`src/rtl/ftm_pkg.sv`:
```
// Shared types and widths for the lockstep recovery sequencer.
// No logic; no latency.
// No flow control.
package ftm_pkg;
  localparam int RetryCntW = 4;
  localparam int RecCntW   = 16;

  typedef enum logic [1:0] {
    IDLE,
    REQ,
    RECOVER,
    RESET
  } ftm_state_e;
endpackage

```
`src/rtl/ftm_timer.sv`:
```
// Loadable down-counter; tc_o flags a count of zero and the counter holds there.
// Load takes effect at the next edge; tc_o follows the count combinationally.
// No flow control; load_i has priority over counting.
module ftm_timer #(
  parameter int Width = 4
) (
  input  logic             clk_i,
  input  logic             rst_ni,
  input  logic             load_i,
  input  logic [Width-1:0] load_val_i,
  output logic             tc_o
);

  logic [Width-1:0] cnt_q;

  always_ff @(posedge clk_i or negedge rst_ni) begin
    if (!rst_ni) begin
      cnt_q <= '0;
    end else if (load_i) begin
      cnt_q <= load_val_i;
    end else if (cnt_q != '0) begin
      cnt_q <= cnt_q - Width'(1);
    end
  end

  assign tc_o = (cnt_q == '0);

endmodule

```
`src/rtl/ftm_recovery_ctrl.sv`:
```
// Lockstep recovery sequencer: mismatch -> debug halt -> checkpoint steering -> done, with reset escalation.
// One cycle from sampled input to registered output; optional watchdog under FTM_WATCHDOG_EN.
// No flow control; mismatch_i is ignored outside IDLE.
module ftm_recovery_ctrl
  import ftm_pkg::*;
#(
  parameter int MaxRetries    = 3,
  parameter int TimeoutCycles = 1024,
  parameter int ResetCycles   = 4
) (
  input  logic                 clk_i,
  input  logic                 rst_ni,
  input  logic                 enable_i,
  input  logic                 mismatch_i,
  input  logic                 debug_mode_i,
  input  logic                 recovery_done_i,
  output logic                 recover_o,
  output logic                 recovering_o,
  output logic                 reset_o,
  output logic                 error_o,
  output logic [RetryCntW-1:0] retry_cnt_o,
  output logic [RecCntW-1:0]   recoveries_o
);

  localparam logic [RetryCntW-1:0] MaxRetriesC = RetryCntW'(MaxRetries);
  localparam int                   RstW        = $clog2(ResetCycles + 1);

  ftm_state_e state_q, state_d;
  logic       retry_inc, rec_inc, rst_tc, timeout;
  logic       reset_entry;

  // Held loaded while outside RESET so the hold count starts on the entry edge.
  ftm_timer #(.Width(RstW)) u_rst_timer (
    .clk_i      (clk_i),
    .rst_ni     (rst_ni),
    .load_i     (state_q != RESET),
    .load_val_i (RstW'(ResetCycles - 1)),
    .tc_o       (rst_tc)
  );

`ifdef FTM_WATCHDOG_EN
  localparam int WdW = $clog2(TimeoutCycles + 1);

  logic wd_tc;

  ftm_timer #(.Width(WdW)) u_wd_timer (
    .clk_i      (clk_i),
    .rst_ni     (rst_ni),
    .load_i     ((state_q != REQ) && (state_q != RECOVER)),
    .load_val_i (WdW'(TimeoutCycles)),
    .tc_o       (wd_tc)
  );

  assign timeout = wd_tc;
`else
  logic unused_timeout;

  assign unused_timeout = (TimeoutCycles > 0);
  assign timeout        = 1'b0;
`endif

  always_comb begin
    state_d   = state_q;
    retry_inc = 1'b0;
    rec_inc   = 1'b0;
    unique case (state_q)
      IDLE: begin
        if (mismatch_i && enable_i) begin
          if (retry_cnt_o < MaxRetriesC) begin
            state_d   = REQ;
            retry_inc = 1'b1;
          end else begin
            state_d = RESET;
          end
        end
      end
      REQ: begin
        if (timeout) begin
          state_d = RESET;
        end else if (debug_mode_i) begin
          state_d = RECOVER;
        end
      end
      RECOVER: begin
        // Completion beats a concurrent mismatch or timeout.
        if (recovery_done_i) begin
          state_d = IDLE;
          rec_inc = 1'b1;
        end else if (timeout) begin
          state_d = RESET;
        end
      end
      RESET: begin
        if (rst_tc) begin
          state_d = IDLE;
        end
      end
      default: state_d = IDLE;
    endcase
  end

  assign reset_entry = (state_d == RESET) && (state_q != RESET);

  always_ff @(posedge clk_i or negedge rst_ni) begin
    if (!rst_ni) begin
      state_q      <= IDLE;
      recover_o    <= 1'b0;
      recovering_o <= 1'b0;
      reset_o      <= 1'b0;
      error_o      <= 1'b0;
      retry_cnt_o  <= '0;
      recoveries_o <= '0;
    end else begin
      state_q      <= state_d;
      recover_o    <= (state_d == REQ);
      recovering_o <= (state_d == RECOVER);
      reset_o      <= (state_d == RESET);
      if (reset_entry) begin
        error_o     <= 1'b1;
        retry_cnt_o <= '0;
      end else if (retry_inc) begin
        retry_cnt_o <= retry_cnt_o + RetryCntW'(1);
      end
      if (rec_inc && (recoveries_o != '1)) begin
        recoveries_o <= recoveries_o + RecCntW'(1);
      end
    end
  end

endmodule

```
`config.mk`:
```
export PLATFORM = sky130hd
export DESIGN_NAME = ftm_recovery_ctrl
export DESIGN_NICKNAME = d
export VERILOG_FILES = /design/src/rtl/ftm_pkg.sv /design/src/rtl/ftm_timer.sv /design/src/rtl/ftm_recovery_ctrl.sv
export SDC_FILE = /design/constraint.sdc
export NUM_CORES = 1
export LEC_CHECK = 0
export ABC_CLOCK_PERIOD_IN_PS = 2500
export CORE_MARGIN = 2
export CORE_UTILIZATION = 40
export DETAILED_ROUTE_END_ITERATION = 8
export PLACE_DENSITY_LB_ADDON = 0.25
export SYNTH_ARGS = -nofsm -noshare
export SYNTH_HDL_FRONTEND = slang
export SYNTH_SLANG_ARGS = --single-unit
```
`constraint.sdc`:
```
create_clock -name clk_i -period 2.5 [get_ports clk_i]
set_clock_uncertainty 0.1 [all_clocks]
set_input_delay 0.75 -clock clk_i [delete_from_list [all_inputs] [get_ports clk_i]]
set_output_delay 0.75 -clock clk_i [all_outputs]
set_load 0.02 [all_outputs]
```
Yosys cells after proc, flatten, opt, wreduce, memory -nomap -nowiden
Cells that the tools add are included.
- $add $sub $neg: 3
- magnitude comparators: 1
- equality and inequality tests: 8
- muxes and demuxes: 15
- reduce and logical (&&, ||, !) cells: 8
- operators by type and width (kind ; count):
    adder 16 x 1 -> 16 bit (second input constant) ; 1
    inequality test 16 bit (second input constant) ; 1
    two-way mux 2 bit ; 5
    equality test 2 bit (second input constant) ; 4
    two-way mux 4 bit ; 2
    one-hot mux 2 bit (4 select lines) ; 1
    two-way mux 3 bit ; 2
    two-way mux 1 bit ; 5
    adder 4 x 1 -> 4 bit (second input constant) ; 1
    equality test 2 x 1 -> 1 bit (second input constant) ; 2
    < comparator 4 x 2 -> 1 bit (second input constant) ; 1
    nonzero test 2 bit ; 2
    logical AND 1 bit ; 3
    logical NOT 3 bit ; 1
    nonzero test 3 bit ; 1
    subtractor 3 x 1 -> 3 bit (second input constant) ; 1
    logical NOT 2 bit ; 1
    inequality test 2 bit (second input constant) ; 1
- register bits after elaboration: 29
- input port bits: 6
- word-level logic and storage cells: 43

Longest topological paths before layout
Gate-level depths: netlist (run 1).
- depth after elaboration: 7
- depth in mapped cells: 7

Hierarchy
A second synthesis (run 1) with hierarchy kept.
- cells, all modules: 129
- area, all modules: 1388.8 um^2
- by module, submodules not included (module ; times used ; cells an instance ; area an instance (um^2)):
    ftm_recovery_ctrl ; 1 ; 108 ; 1188.6
    ftm_timer ; 1 ; 21 ; 200.2

Worst setup path before layout (run 1)
OpenSTA, ideal clock, no wires.
- kind: register -> register
- start: register recoveries_o[0]
- end: register recoveries_o[10]
- library setup time: 127 ps
- data arrival time: 1699 ps
- slack: 574 ps
- cell stages (with the launch flop): 6
- buffers on the path: 0
- period minus slack after synthesis: 1926 ps
- cell sequence: dfrtp_1 -> ha_1 -> nand3_1 -> or3_4 -> nor2_1 -> mux2_1
- cells in the longest elaborated chain, start to end: 2
- ends and longest elaborated chain (element ; line ; text):
    from (decl) ; ftm_recovery_ctrl.sv:22 ; output logic [RecCntW-1:0] recoveries_o
    from (signal assigned) ; ftm_recovery_ctrl.sv:125 ; recoveries_o <= recoveries_o + RecCntW'(1);
    parallel branches: the longest is 2 deep, another holds adder 16 x 1 -> 16 bit ; -- ;
Several ways; the timed one is not identified.
A chain may end at the register's enable or synchronous reset.

Worst setup path in the final report (run 1)
- start: register recoveries_o[11]
- end: output recoveries_o[11]
No word-level cell between the ends.

==> results of run 1 <==
registers in the layout (all words and copies together) (netlist names):
signal,cells
recoveries_o,16
reset_o,1
error_o,1
recovering_o,1
retry_cnt_o,4
u_rst_timer.cnt_q,3
recover_o,1
state_q,2
layout by cell type, fill, tap and decap left out, drive strengths merged:
cell type,Yosys,layout
clkbuf,0,7
buf,2,5
mux2,4,4
nor2b,2,2
and3b,1,1
clkdlybuf4s50,0,29
o2111ai,1,1
nand3b,2,2
nand2b,2,2
and3,1,1
a41oi,1,1
nand2,5,5
nand3,10,10
and4b,1,1
nand4bb,1,1
o21ai,3,3
nor2,12,12
or3,2,2
a31oi,2,2
clkinv,0,1
inv,7,7
nor4b,1,1
o21bai,1,1
nor3,4,4
a21oi,2,2
xnor2,6,6
dfrtp,29,29
a21o,2,2
ha,4,4
nand4,5,5
mux2i,1,1
xor2,7,7
o211a,1,1
nor4,3,3
kinds of logic after synthesis:
group                      Yosys count
AOI/OAI and AO/OA                   13
DFF                                 29
adders and majority gates            4
xor gates and xnor gates            13
buffers and inverters                9
muxes                                5
and+or+nand+nor                     52
layer usage:
layer	vias up	global-route usage	wire (microns)	part of all wire
li1	523	-	-	-
met1	519	0.2078	1330	0.48
met4	0	0.05707	37	0.013
met5	-	0	0	0
met2	18	0.2329	1312	0.47
met3	5	0.03929	95	0.034
path summary, 6_finish.rpt:
kind,slack [ns],depth (start not counted),start,endpoint
setup / recovery,0.19,1,recoveries_o[11]$_DFFE_PN0P_,recoveries_o[11]
hold / removal,0.36,1,error_o$_DFFE_PN0P_,error_o$_DFFE_PN0P_
setup reg to reg,0.53,5,recoveries_o[0]$_DFFE_PN0P_,recoveries_o[10]$_DFFE_PN0P_
hold reg to reg,0.36,1,error_o$_DFFE_PN0P_,error_o$_DFFE_PN0P_
max in group asynchronous,1.34,2,rst_ni,recoveries_o[9]$_DFFE_PN0P_
min in group asynchronous,0.70,2,rst_ni,recoveries_o[15]$_DFFE_PN0P_
per-stage QoR:
step,util,total power [mW],area [sq um],hold WS [ns]
floorplan,-,1.039,1424,0.3544
global placement,0.5290,1.284,1793,0.3428
detailed placement,0.5290,1.298,1793,0.3464
CTS,0.5496,1.625,1863,0.3675
global route,0.5496,1.718,1863,0.4013
finish,0.5496,1.605,1863,0.3628
cell type report:
cell class	count	area share
Clock buffer	7	0.03492
Clock inverter	1	0.002686
Inverter	7	0.01410
Multi-Input combinational cell	87	0.3519
Sequential cell	29	0.3895
Tap cell	46	0.03089
Timing Repair Buffer	34	0.1760
power by group through the flow:
stage                     Sequential, mW  Clock [mW]  Combinational (mW)
after floorplan                    0.768           0               0.271
after global placement             0.707           0               0.576
after detailed placement           0.712           0               0.586
after CTS                          0.705       0.329               0.590
after global routing               0.728       0.351               0.638
final                              0.705       0.320               0.580
==> Flow_metrics.wiki, run 1 <==
{| class="wikitable"
! Metric !! Value
|-
| Number of enable flip-flop cells after synthesis || 0
|-
| Net switching component of the power || 582.8 uW
|-
| Diodes inserted || 0
|-
| Ratio of total power to cell area || 861.3 nW/um^2
|-
| TritonCTS Sinks || 29
|-
| Count leader, synth || sky130_fd_sc_hd__dfrtp_1
|-
| Number of search-and-repair iterations in the first detailed-routing pass || 4
|-
| Maximum number of pins on one net before global-route repair || 30
|-
| Clock Power Share || 0.199
|-
| Cell leakage power || 0.8754 nW
|-
| CTS tree || yes
|-
| Routed wire length || 2776 microns
|-
| Initial antenna violation count || 0
|-
| Compound-gate portion of the synthesized area || 0.06151
|-
| Fraction of the mapped netlist area in adder cells || 0.03515
|-
| Area share of xor/xnor cells in the synthesized design || 0.07996
|-
| Combinational share of power || 0.362
|-
| Warnings from Yosys || 0
|-
| Final worst setup slack || 0.1917 ns
|-
| Half-perimeter wire length after placement || 2040 microns
|-
| CTS H-Tree Depth || 2
|-
| Family with the most delay on the worst path || buffers and inverters
|-
| List of most frequent post-synthesis cells || 29 x sky130_fd_sc_hd__dfrtp_1, 11 x sky130_fd_sc_hd__nor2_1, 9 x sky130_fd_sc_hd__nand3_1, 7 x sky130_fd_sc_hd__inv_1, 7 x sky130_fd_sc_hd__xor2_1
|-
| Max-slew headroom || 0.7228
|-
| Top flip-flop cell by instance count after synthesis || sky130_fd_sc_hd__dfrtp_1
|-
| Final Slew Violations || 0
|-
| Setup TNS Final || 0 ns
|-
| Unrepaired setup endpoints after global routing || false
|-
| Largest family of logic cells by synthesized area || simple AND/OR/NAND/NOR gates
|-
| Row cnt || 21
|-
| Initial cell density of the core || 0.4201
|-
| Part of the cycle the worst path needs || 0.9233
|-
| Max Freq || 433.2 MHz
|-
| Number of max-cap violations || 0
|-
| Footprint of the multi-input gates || 655.6 sq um
|-
| Sequential-to-total area share from yosys stat || 0.5097
|-
| Number of cells in the design after placement || 203
|-
| Worst-path cell with the longest stage delay || sky130_fd_sc_hd__clkdlybuf4s50_1
|-
| Final antenna-violating net count || 0
|-
| Worst-margin pin slew || 0.4127 ns
|-
| Internal power || 1.022 mW
|-
| Critical path class || reg2out
|-
| Vias/cell || 5.047
|-
| Share of the synthesized area in the top cell type || 0.5097
|-
| Number of library cell types mapped by synthesis || 41
|-
| Multiplexer share of the synthesized area || 0.03866
|-
| CP arrival || 1.46 ns
|-
| Post-Place Setup Slack || 0.01915 ns
|-
| Final standard cell count with taps included and fillers excluded || 211
|-
| RePlAce Congestion || 0.7874
|-
| Global route overflow || 0
|-
| Netlist Area Pre-Place || 1424 sq um
|-
| Outcome || finished clean
|-
| Data required, critical path || 1.65 ns
|-
| WL/cell || 13.16 microns
|-
| Per-instance average area after synthesis || 11.39 sq um
|-
| Cell types with the largest area share after synthesis || sky130_fd_sc_hd__dfrtp_1 51%, sky130_fd_sc_hd__xor2_1 4.3%, sky130_fd_sc_hd__xnor2_1 3.7%
|-
| Via total after detailed routing || 1065
|-
| Share of synthesized flip-flops with an asynchronous set or reset || 1.000
|-
| Die extent in y || 63.66 microns
|-
| Share of post-route cells with drive strength above 1 || 0.1333
|-
| Cell taking the most area after synthesis || sky130_fd_sc_hd__dfrtp_1
|-
| Final hold vios || 0
|-
| GRT Resource Usage Total || 0.1524
|-
| Detailed router's first-iteration violation count || 23
|-
| IO Pins || 30
|-
| Type of element capturing the critical path || output port
|-
| Total of fill cells in the finished design || 297
|-
| Final setup violation count || 0
|-
| Final net count || 174
|-
| Root buffer cell || sky130_fd_sc_hd__clkbuf_4
|-
| Cells along the critical path || clkdlybuf4s50_1
|-
| CTS clock-pin slew for the worst setup and hold paths || 0.09 ns
|-
| Deepest clock path buffer count || 2
|-
| Post-Synth Simple-Gate Area || 0.2452
|-
| Setup crit start kind || flop
|-
| Port buffer count || 29
|-
| Width of the die || 63.66 microns
|-
| Total area of sequential cells || 725.7 sq um
|-
| Post-cts repair resize count || 0
|-
| Reg power frac || 0.439
|-
| Post-CTS setup buffer count || 0
|-
| Total Die Area || 4053 sq um
|-
| CP bufs+invs || 1
|-
| Number of standard cells after synthesis || 125
|-
| Latest clock arrival within the worst-skew pair || 0.32 ns
|-
| Post-Synthesis Net Count || 135
|-
| Via count of the first global-routing pass || 1085
|-
| Final critical path time including I/O delays and setup || 2.308 ns
|-
| Register bit count reported by yosys || 29
|-
| Post-cts hold buffer count || 0
|-
| Area of the core || 3390 sq um
|-
| Worst path max stage delay || 0.66 ns
|-
| Total clock buffers created by CTS || 5
|-
| Min-Delay Path Class || reg2reg
|-
| Max IR drop VDD || 0.4498 mV
|-
| Critical path fanouts, max || 7
|-
| First-pass GRT wire length || 4919 microns
|-
| Layout overhead on the synthesized area || 30.84%
|-
| Switching part of the total || 0.3632
|-
| Drc violations || 0
|}
No activity file was read; power rests on OpenSTA's default activity.
==> run 2, diff against run 1 <==
- ABC_AREA: default -> 0
- CORE_ASPECT_RATIO: default -> 0.7
==> run 2 against run 1 <==
- worst setup slack better by 0.056 ns
- total power grew 16%
- core utilization is 0.52 points higher
- via count increased by 0.85%
- die area increased by 0.19%
- worst hold slack gained 0.0039 ns
- count of clock-buffer cells in the layout decreased by 2
- critical path depth unchanged
- non-clock buffer count fell by 1
- maximum frequency rose by 2.5%
- combinational power about the same
- clock power is 79% higher
- critical path type unchanged
- largest cell class unchanged
- largest power group unchanged
- highest routed layer unchanged
==> Flow_metrics.wiki, run 2 (same netlist as run 1, synthesis figures left out) <==
{| class="wikitable"
! Metric !! Value
|-
| Outcome || finished clean
|-
| Post-cts repair resize count || 0 (unchanged)
|-
| WL/cell || 13.71 microns (+4.2%)
|-
| Final setup violation count || 0 (unchanged)
|-
| Unrepaired setup endpoints after global routing || false
|-
| Largest register FFs || 16 (unchanged)
|-
| Routed wire length || 2933 microns (+5.7%)
|-
| Layout overhead on the synthesized area || 35.15%
|-
| Cell leakage power || 0.8970 nW (+2.5%)
|-
| Number of cells in the design after placement || 206 (+1.5%)
|-
| CP bufs+invs || 1 (unchanged)
|-
| Largest register by flop count || recoveries_o
|-
| Via count of the first global-routing pass || 1031 (-5.0%)
|-
| Setup TNS Final || 0 ns (unchanged)
|-
| Final worst setup slack || 0.2478 ns (+0.05610 ns)
|-
| Total area of sequential cells || 725.7 sq um (unchanged)
|-
| Type of element capturing the critical path || output port
|-
| Max-slew headroom || 0.6946 (-0.02823)
|-
| GRT Resource Usage Total || 0.1650 (+0.01258)
|-
| Top library cells by usage in the layout, fill and taps aside || 29 x sky130_fd_sc_hd__dfrtp_1, 29 x sky130_fd_sc_hd__clkdlybuf4s50_1, 11 x sky130_fd_sc_hd__nor2_1
|-
| CTS H-Tree Depth || 2 (unchanged)
|-
| Post-cts hold buffer count || 0 (unchanged)
|-
| Family with the most delay on the worst path || buffers and inverters
|-
| Root buffer cell || sky130_fd_sc_hd__clkbuf_8
|-
| Worst hold slack || 0.3667 ns (+0.003923 ns)
|-
| Drc violations || 0 (unchanged)
|-
| Total clock buffers created by CTS || 5 (unchanged)
|-
| Vias/cell || 5.019 (-0.57%)
|-
| Latest clock arrival within the worst-skew pair || 0.28 ns (-0.04 ns)
|-
| Port buffer count || 29 (unchanged)
|-
| Critical path fanouts, max || 7 (unchanged)
|-
| Beginning of the worst register-to-register path || recoveries_o[0]$_DFFE_PN0P_
|-
| Ratio of total power to cell area || 970.1 nW/um^2 (+13%)
|-
| Critical path origin || recoveries_o[2]$_DFFE_PN0P_
|-
| Min-Delay Path Class || reg2reg
|-
| Critical path class || reg2out
|-
| Final critical path time including I/O delays and setup || 2.252 ns (-0.05610 ns)
|-
| Half-perimeter wire length after placement || 2147 microns (+5.2%)
|-
| Worst-path cell with the longest stage delay || sky130_fd_sc_hd__clkdlybuf4s50_1
|-
| Detailed router's first-iteration violation count || 44 (+91%)
|-
| Global route overflow || 0 (unchanged)
|-
| Total Die Area || 4060 sq um (+0.19%)
|-
| Startpoint of the worst hold path || error_o$_DFFE_PN0P_
|-
| CP arrival || 1.40 ns (-0.06 ns)
|-
| Number of max-cap violations || 0 (unchanged)
|-
| Diodes inserted || 0 (unchanged)
|-
| Max Freq || 444.0 MHz (+2.5%)
|-
| Final net count || 173 (-0.57%)
|-
| Final hold vios || 0 (unchanged)
|-
| IO Pins || 30 (unchanged)
|-
| Cells along the critical path || clkdlybuf4s50_1
|-
| Final standard cell count with taps included and fillers excluded || 214 (+1.4%)
|-
| Total of fill cells in the finished design || 339 (+14%)
|-
| Initial antenna violation count || 0 (unchanged)
|-
| Part of the cycle the worst path needs || 0.9009 (-0.02244)
|-
| First-pass GRT wire length || 4850 microns (-1.4%)
|-
| Post-Place Setup Slack || -0.006071 ns (-0.02522 ns)
|-
| Width of the die || 75.31 microns (+18%)
|-
| Regs by FF count || recoveries_o x16, retry_cnt_o x4, u_rst_timer.cnt_q x3
|-
| Power after layout || 1.867 mW (+16%)
|-
| CTS clock-pin slew for the worst setup and hold paths || 0.06 ns (-0.03 ns)
|-
| Final antenna-violating net count || 0 (unchanged)
|-
| Via total after detailed routing || 1074 (+0.85%)
|-
| Deepest clock path buffer count || 2 (unchanged)
|-
| Data required, critical path || 1.65 ns (about the same)
|-
| Worst path max stage delay || 0.65 ns (about the same)
|-
| CTS tree || yes
|-
| Initial cell density of the core || 0.4105 (-0.009547)
|-
| Maximum number of pins on one net before global-route repair || 30 (unchanged)
|-
| Share of post-route cells with drive strength above 1 || 0.1280 (-0.005285)
|-
| Worst-margin pin slew || 0.4547 ns (+0.04203 ns)
|-
| Area of the core || 3468 sq um (+2.3%)
|-
| Setup crit start kind || flop
|-
| Die extent in y || 53.92 microns (-15%)
|-
| Number of search-and-repair iterations in the first detailed-routing pass || 4 (unchanged)
|-
| TritonCTS Sinks || 29 (unchanged)
|-
| Post-CTS setup buffer count || 0 (unchanged)
|-
| Max IR drop VDD || 0.4340 mV (-3.5%)
|-
| Footprint of the multi-input gates || 655.6 sq um (unchanged)
|-
| Final Slew Violations || 0 (unchanged)
|-
| Row cnt || 18 (-14%)
|-
| RePlAce Congestion || 0.8069 (+2.5%)
|}
run 2: metal layers:
layer | vias up | wire (microns) | global-route usage
li1 | 515 | - | -
met1 | 528 | 1509 | 0.2326
met2 | 23 | 1266 | 0.2319
met3 | 8 | 100 | 0.05056
met4 | 0 | 56 | 0.07602
met5 | - | 0 | 0
run 2: area by class of cell:
cell class	instances	share of cell area
sequential	29	0.3771
clock inverter	3	0.03381
tap	50	0.03251
timing repair buffer	33	0.1664
inverter	7	0.01365
clock buffer	5	0.03576
multi-input combinational	87	0.3407
run 2: path summary, 6_finish.rpt:
path | end | slack [ns] | cells past startpoint
min in group asynchronous | recovering_o$_DFF_PN0_ | 0.75 | 2
worst max-delay path | recoveries_o[2] | 0.25 | 1
max in group asynchronous | recoveries_o[14]$_DFFE_PN0P_ | 1.27 | 2
worst min-delay path | error_o$_DFFE_PN0P_ | 0.37 | 1
worst min register to register | error_o$_DFFE_PN0P_ | 0.37 | 1
worst max register to register | recoveries_o[10]$_DFFE_PN0P_ | 0.51 | 5
run 2: through the flow:
stage | area, sq um | utilization
floorplan | 1424 | -
global placement | 1790 | 0.5162
detailed placement | 1790 | 0.5162
CTS | 1924 | 0.5548
global route | 1924 | 0.5548
finish | 1924 | 0.5548
run 2: power by group:
group | total (mW) | switching, mW | internal, mW | leakage [nW]
clock network | 0.574 | 0.178 | 0.396 | 0.0681
logic | 0.583 | 0.302 | 0.281 | 0.454
registers | 0.710 | 0.135 | 0.575 | 0.375
